--- config.mk ---
export PLATFORM = sky130hd
export DESIGN_NAME = vga_text_writer
export DESIGN_NICKNAME = d
export VERILOG_FILES = /design/src/rtl/vga_text_writer_pkg.sv /design/src/rtl/vga_cursor.sv /design/src/rtl/vga_text_writer.sv
export SDC_FILE = /design/constraint.sdc
export NUM_CORES = 1
export LEC_CHECK = 0
export ABC_AREA = 1
export CAP_MARGIN = 20
export CELL_PAD_IN_SITES_DETAIL_PLACEMENT = 1
export CELL_PAD_IN_SITES_GLOBAL_PLACEMENT = 2
export CORE_MARGIN = 4
export CORE_UTILIZATION = 35
export DETAILED_ROUTE_END_ITERATION = 12
export PLACE_DENSITY_LB_ADDON = 0.1
export SETUP_SLACK_MARGIN = 0.2
export SYNTH_ARGS = -nofsm -noshare
export SYNTH_HDL_FRONTEND = slang
export SYNTH_SLANG_ARGS = --single-unit
--- constraint.sdc ---
create_clock -name clk -period 4.5 [get_ports clk]
set_input_delay 0.45 -clock clk [delete_from_list [all_inputs] [get_ports clk]]
set_output_delay 0.45 -clock clk [all_outputs]
set_load 0.05 [all_outputs]
--- src/rtl/vga_text_writer_pkg.sv ---
// Shared definitions for the 40x30 text-mode VRAM writer: control codes,
// FSM state encoding and default screen geometry.
`default_nettype none

package vga_text_writer_pkg;

  localparam int DEF_COLS = 40;
  localparam int DEF_ROWS = 30;

  localparam logic [7:0] CH_BS    = 8'h08;
  localparam logic [7:0] CH_LF    = 8'h0A;
  localparam logic [7:0] CH_FF    = 8'h0C;
  localparam logic [7:0] CH_CR    = 8'h0D;
  localparam logic [7:0] CH_BLANK = 8'h20;

  typedef enum logic [1:0] {
    ST_IDLE       = 2'd0,
    ST_CLR_LINE   = 2'd1,
    ST_CLR_SCREEN = 2'd2
  } state_t;

endpackage

`default_nettype wire

--- src/rtl/vga_cursor.sv ---
// Cursor column/row counters plus a running line base (row*COLS) so the
// writer never needs a multiplier.
`default_nettype none

module vga_cursor
  import vga_text_writer_pkg::*;
#(
  parameter int COLS = DEF_COLS,
  parameter int ROWS = DEF_ROWS,
  parameter int AW   = 11
) (
  input  logic          clk,
  input  logic          rst_n,
  input  logic          i_inc,
  input  logic          i_newline,
  input  logic          i_home,
  input  logic          i_bs,
  input  logic          i_cr,
  output logic [5:0]    o_col,
  output logic [4:0]    o_row,
  output logic [AW-1:0] o_base,
  output logic [AW-1:0] o_nl_base
);

  logic [5:0]    r_col;
  logic [4:0]    r_row;
  logic [AW-1:0] r_base;
  logic          w_last_row;
  logic [AW-1:0] w_nl_base;

  assign w_last_row = (r_row == 5'(ROWS - 1));
  // Base of the row a newline lands on; the writer also uses it to start the line clear early.
  assign w_nl_base  = w_last_row ? '0 : r_base + AW'(COLS);

  always_ff @(posedge clk or negedge rst_n) begin
    if (!rst_n) begin
      r_col  <= '0;
      r_row  <= '0;
      r_base <= '0;
    end else if (i_home) begin
      r_col  <= '0;
      r_row  <= '0;
      r_base <= '0;
    end else if (i_newline) begin
      r_col  <= '0;
      r_row  <= w_last_row ? '0 : r_row + 5'd1;
      r_base <= w_nl_base;
    end else if (i_inc) begin
      r_col <= r_col + 6'd1;
    end else if (i_bs && (r_col != 6'd0)) begin
      r_col <= r_col - 6'd1;
    end else if (i_cr) begin
      r_col <= '0;
    end
  end

  assign o_col     = r_col;
  assign o_row     = r_row;
  assign o_base    = r_base;
  assign o_nl_base = w_nl_base;

endmodule

`default_nettype wire

--- src/rtl/vga_text_writer.sv ---
// Byte-stream front end for the text VRAM: decodes printable/control bytes,
// tracks the cursor and performs line and screen clears through the write port.
`default_nettype none

module vga_text_writer
  import vga_text_writer_pkg::*;
#(
  parameter int         COLS  = DEF_COLS,
  parameter int         ROWS  = DEF_ROWS,
  parameter int         AW    = 11,
  parameter logic [7:0] BLANK = CH_BLANK
) (
  input  logic          clk,
  input  logic          reset_n,
  input  logic [7:0]    in_data,
  input  logic          in_valid,
  output logic          in_ready,
  output logic [AW-1:0] vram_waddr,
  output logic [7:0]    vram_wdata,
  output logic          vram_we,
  output logic [5:0]    cur_col,
  output logic [4:0]    cur_row
);

  localparam logic [AW-1:0] LAST_LINE   = AW'(COLS - 1);
  localparam logic [AW-1:0] LAST_SCREEN = AW'(COLS * ROWS - 1);

  state_t        r_state;
  logic [AW-1:0] r_cnt;
  logic          r_ready;
  logic          r_we;
  logic [AW-1:0] r_waddr;
  logic [7:0]    r_wdata;

  logic [5:0]    w_col;
  logic [4:0]    w_row;
  logic [AW-1:0] w_base;
  logic [AW-1:0] w_nl_base;
  logic [AW-1:0] w_cur_addr;
  logic          w_accept;
  logic          w_print;
  logic          w_eol;

  assign w_accept   = in_valid && r_ready;
  assign w_print    = (in_data >= 8'h20) && (in_data <= 8'h7E);
  assign w_eol      = (w_col == 6'(COLS - 1));
  assign w_cur_addr = w_base + AW'(w_col);

  vga_cursor #(
    .COLS (COLS),
    .ROWS (ROWS),
    .AW   (AW)
  ) u_cursor (
    .clk       (clk),
    .rst_n     (reset_n),
    .i_inc     (w_accept && w_print && !w_eol),
    .i_newline (w_accept && ((w_print && w_eol) || (in_data == CH_LF))),
    .i_home    (w_accept && (in_data == CH_FF)),
    .i_bs      (w_accept && (in_data == CH_BS)),
    .i_cr      (w_accept && (in_data == CH_CR)),
    .o_col     (w_col),
    .o_row     (w_row),
    .o_base    (w_base),
    .o_nl_base (w_nl_base)
  );

  always_ff @(posedge clk or negedge reset_n) begin
    if (!reset_n) begin
      r_state <= ST_CLR_SCREEN;
      r_cnt   <= '0;
      r_ready <= 1'b0;
      r_we    <= 1'b0;
      r_waddr <= '0;
      r_wdata <= BLANK;
    end else begin
      r_we <= 1'b0;
      case (r_state)
        ST_IDLE: begin
          if (!r_ready) begin
            // One settling cycle after a clear so ready never overlaps its last write.
            r_ready <= 1'b1;
          end else if (w_accept) begin
            if (w_print) begin
              r_we    <= 1'b1;
              r_waddr <= w_cur_addr;
              r_wdata <= in_data;
              if (w_eol) begin
                r_state <= ST_CLR_LINE;
                r_cnt   <= '0;
                r_ready <= 1'b0;
              end
            end else begin
              case (in_data)
                CH_LF: begin
                  // First blank of the new row goes out with the cursor move.
                  r_we    <= 1'b1;
                  r_waddr <= w_nl_base;
                  r_wdata <= BLANK;
                  r_cnt   <= AW'(1);
                  r_state <= ST_CLR_LINE;
                  r_ready <= 1'b0;
                end
                CH_BS: begin
                  if (w_col != 6'd0) begin
                    r_we    <= 1'b1;
                    r_waddr <= w_cur_addr - AW'(1);
                    r_wdata <= BLANK;
                  end
                end
                CH_FF: begin
                  r_we    <= 1'b1;
                  r_waddr <= '0;
                  r_wdata <= BLANK;
                  r_cnt   <= AW'(1);
                  r_state <= ST_CLR_SCREEN;
                  r_ready <= 1'b0;
                end
                default: ;
              endcase
            end
          end
        end
        ST_CLR_LINE: begin
          r_we    <= 1'b1;
          r_waddr <= w_base + r_cnt;
          r_wdata <= BLANK;
          if (r_cnt == LAST_LINE) r_state <= ST_IDLE;
          else                    r_cnt   <= r_cnt + AW'(1);
        end
        ST_CLR_SCREEN: begin
          r_we    <= 1'b1;
          r_waddr <= r_cnt;
          r_wdata <= BLANK;
          if (r_cnt == LAST_SCREEN) r_state <= ST_IDLE;
          else                      r_cnt   <= r_cnt + AW'(1);
        end
        default: r_state <= ST_IDLE;
      endcase
    end
  end

  assign in_ready   = r_ready;
  assign vram_we    = r_we;
  assign vram_waddr = r_waddr;
  assign vram_wdata = r_wdata;
  assign cur_col    = w_col;
  assign cur_row    = w_row;

endmodule

`default_nettype wire

==> impl_metrics.ini <==
[timing]
layout_setup_ws_ns = 1.42
final_min_period_over_clock_period_pct = 68.4
clock_period_minus_final_worst_setup_slack_ns = 3.08
timing.fmax_mhz = 325
report.final.slew_viol_count = 0
finalSetupTns_ns = 0
final-setup-viol-count = 0
worst_slew_margin_rel_pct = 47.7
timing.final.hold_violations = 0
setup_repair_after_global_routing_missed_its_margin = false
clock_skew_ns = 0.0127
worst-slew-pin-transition_ns = 0.782

[critical_path]
regToRegEndpoint = vram_waddr[8]
crit_required_ns = 4.71
timing.critical_path.arrival_ns = 3.28
worst-setup-path-type = reg2reg
critPathLaunchType = flop
path_max_fanout = 6
critPathCaptureType = flop
timing.reg2reg.worst_path_depth = 15
worst_r2r_startpoint = u_cursor.o_col[0]
timing.reg2reg.setup_slack_ns = 1.42

[clocking]
tritoncts = built
cts_resized = 0
clkSinkCount = 56
cts.path.max_buffers = 2
clk_pin_slew_worst_paths_ns = 0.08
ctsHoldBuffers = 0
cts_made_buffers = 5
cts_htree_levels = 2
clockRootBuffer = sky130_fd_sc_hd__clkbuf_16
post-cts-setup-buffer-count = 0
clock_insertion_delay_at_the_later_pin_of_the_skew_report_ns = 0.32

[synth]
synth_area_um2 = 4720
synth-edff-count = 0
yosys_register_bits = 56
yosysUniqueCellTypes = 50
syn-num-nets = 732
async_reset_ff_share_pct = 100
portion_of_the_post_synthesis_area_used_by_sequential_elements_pct = 29.7
syn_inst = 691
syn_area_per_cell_um2 = 6.83
ys_warn_count = 0
yosys_most_used_dff = sky130_fd_sc_hd__dfrtp_1

[finish]
nNetsFinal = 772
antenna_cells_inserted = 0
fill_cells = 1703
final_layout_size_suffix_gt1_share_pct = 8.47
area_occupied_by_multi_input_gates_um2 = 2900
sequential_cell_area_um2 = 1400
layout-area-overhead-vs-synth_pct = 15.3

[die]
die-height_um = 124
ios = 43
die-width_um = 124
core_um2 = 13200
initial_utilization_pct = 35.6
die_area_um2 = 15400
std_cell_rows = 42

[power_and_ir_drop]
power_per_cell_area_nw_per_um2 = 620
share_comb_of_total_power_pct = 63.1
max-vdd-ir-drop_v = 0.000294
switching_power_mw = 1.85
internal_power_mw = 1.52
pwr-share-clk_pct = 12.5
power_frac_seq_pct = 24.4
leakagePower_nw = 2.63
sw_frac_of_total_pct = 54.9

[placement]
preCtsSetupSlack_ns = 1.21
placement.io_buffers = 42
detailed_place_hpwl_mm = 12.8
gpl.final_weighted_congestion = 0.864

[run]
max_cap_violations = 0

[grt]
grt_remaining_overflow = 0
first_pass_grt_wire_length_mm = 25.9
largest_net_degree_at_the_start_of_global_routing = 57
grtUsageTotal_pct = 21.8
first_global_vias = 4715
grt_antenna_before_repair = 0

[drt]
drt_first_pass_iters = 4
wl_mm = 16.1
vias = 4723
post_drt_wl_per_cell_um = 17.8
first_iter_violations = 298
routed_via_density = 5.20
drc_errors = 0
antenna_violating_nets_post_route = 0

[min_path]
min-delay-path-class = in2async

[run_status]
result_of_the_run = finished, final reports clean
[power by group through the flow]
stage / Clock, mW / Sequential (mW) / Combinational, mW
after floorplan: 0 / 1.15 / 1.14
after global placement: 0 / 0.831 / 2.09
after detailed placement: 0 / 0.837 / 2.12
after CTS: 0.435 / 0.829 / 2.14
after global routing: 0.454 / 0.847 / 2.37
final: 0.421 / 0.825 / 2.13
[kinds of logic after synthesis]
kind of cell	count (synthesis)	synth area share, %
AND/OR/NAND/NOR	368	34.7
AO/OA/AOI/OAI	120	15.5
buffers and inverters	101	8.78
flip-flops	56	29.7
adder cells (fa/ha/maj)	30	8.27
XOR/XNOR	16	2.97
[worst max-delay path by stage]
stage                           start            end
floorplan           u_cursor.o_col[0]  vram_waddr[8]
global placement           in_data[2]       r_cnt[2]
detailed placement         in_data[2]       r_cnt[2]
CTS                 u_cursor.o_col[0]  vram_waddr[8]
global route        u_cursor.o_col[0]  vram_waddr[8]
finish              u_cursor.o_col[0]  vram_waddr[8]
[cell usage in the layout, fill, tap and decap left out, drive strengths merged, types with 8 or more instances in the layout]
master         instances
clkdlybuf4s50         41
nand2                206
nand3                 65
dfrtp                 54
a21oi                 42
nor2                  54
nand4                 12
o21ai                 50
inv                   87
or2                    8
ha                    28
nor3                  18
xor2                  14
[worst max-delay path: stages, from the launching register on]
cell	delay, ns
sky130_fd_sc_hd__dfrtp_1	0.52
sky130_fd_sc_hd__ha_1	0.26
sky130_fd_sc_hd__inv_1	0.09
sky130_fd_sc_hd__fa_1	0.53
sky130_fd_sc_hd__ha_1	0.18
sky130_fd_sc_hd__inv_1	0.05
sky130_fd_sc_hd__a21oi_1	0.16
sky130_fd_sc_hd__nand3_1	0.16
sky130_fd_sc_hd__nor2_1	0.22
sky130_fd_sc_hd__nand3_1	0.10
sky130_fd_sc_hd__nor2_1	0.25
sky130_fd_sc_hd__o21ai_0	0.12
sky130_fd_sc_hd__nand2_1	0.09
sky130_fd_sc_hd__nand2_1	0.05
sky130_fd_sc_hd__nor2_1	0.14
sky130_fd_sc_hd__nor2_1	0.04
[cell type report]
type | count | share of cell area (%)
well taps | 176 | 4.05
multi-input cells | 534 | 53.3
clock inverters | 3 | 0.414
flip-flops and latches | 56 | 25.8
clock buffers | 5 | 2.30
repair buffers | 44 | 7.91
inverters | 90 | 6.25
[flip-flops by register name, indices dropped and copies added (netlist names)]
register,cells
in_ready,1
r_cnt,11
r_state,2
u_cursor.o_base,11
u_cursor.o_col,6
u_cursor.o_row,5
vram_waddr,11
vram_wdata,8
vram_we,1
[metal layers]
metal | vias to the layer above | wire [µm] | track usage [%]
met3 | 10 | 574 | 3.36
met1 | 2260 | 8080 | 31.5
met5 | - | 0 | 0
li1 | 2373 | - | -
met2 | 80 | 7320 | 34.7
met4 | 0 | 147 | 4.11
[stage by stage]
step           power, mW  std cells  area [µm²]  hold slack, ns  utilization (%)
2_1_floorplan       2.29        691        4720           0.154                -
3_3_place_gp        2.92        900        5300           0.453             40.0
3_5_place_dp        2.96        900        5300           0.458             40.0
4_1_cts             3.40        908        5440           0.328             41.1
5_1_grt             3.67        908        5440           0.342             41.1
6_report            3.37        908        5440           0.265             41.1
[cell usage after synthesis, drive strengths merged, types with 2 or more instances]
| master | number | share of area, % |
|---|---|---|
| nand2 | 206 | 17 |
| inv | 86 | 6.9 |
| nand3 | 65 | 6.9 |
| dfrtp | 54 | 29 |
| nor2 | 54 | 4.8 |
| o21ai | 50 | 6.1 |
| a21oi | 42 | 4.6 |
| ha | 28 | 7.4 |
| nor3 | 18 | 2.7 |
| xor2 | 14 | 2.6 |
| nand4 | 12 | 1.6 |
| buf | 8 | 1.3 |
| or2 | 8 | 1.1 |
| o22ai | 7 | 0.93 |
| o31ai | 5 | 1.1 |
| clkinv | 4 | 0.32 |
| nor4 | 4 | 0.53 |
| o211ai | 4 | 0.64 |
| clkbuf | 3 | 0.24 |
| dfstp | 2 | 1.1 |
| fa | 2 | 0.85 |
| o221ai | 2 | 0.37 |
| xnor2 | 2 | 0.37 |
Note: power is estimated with default switching activity, not from simulation.
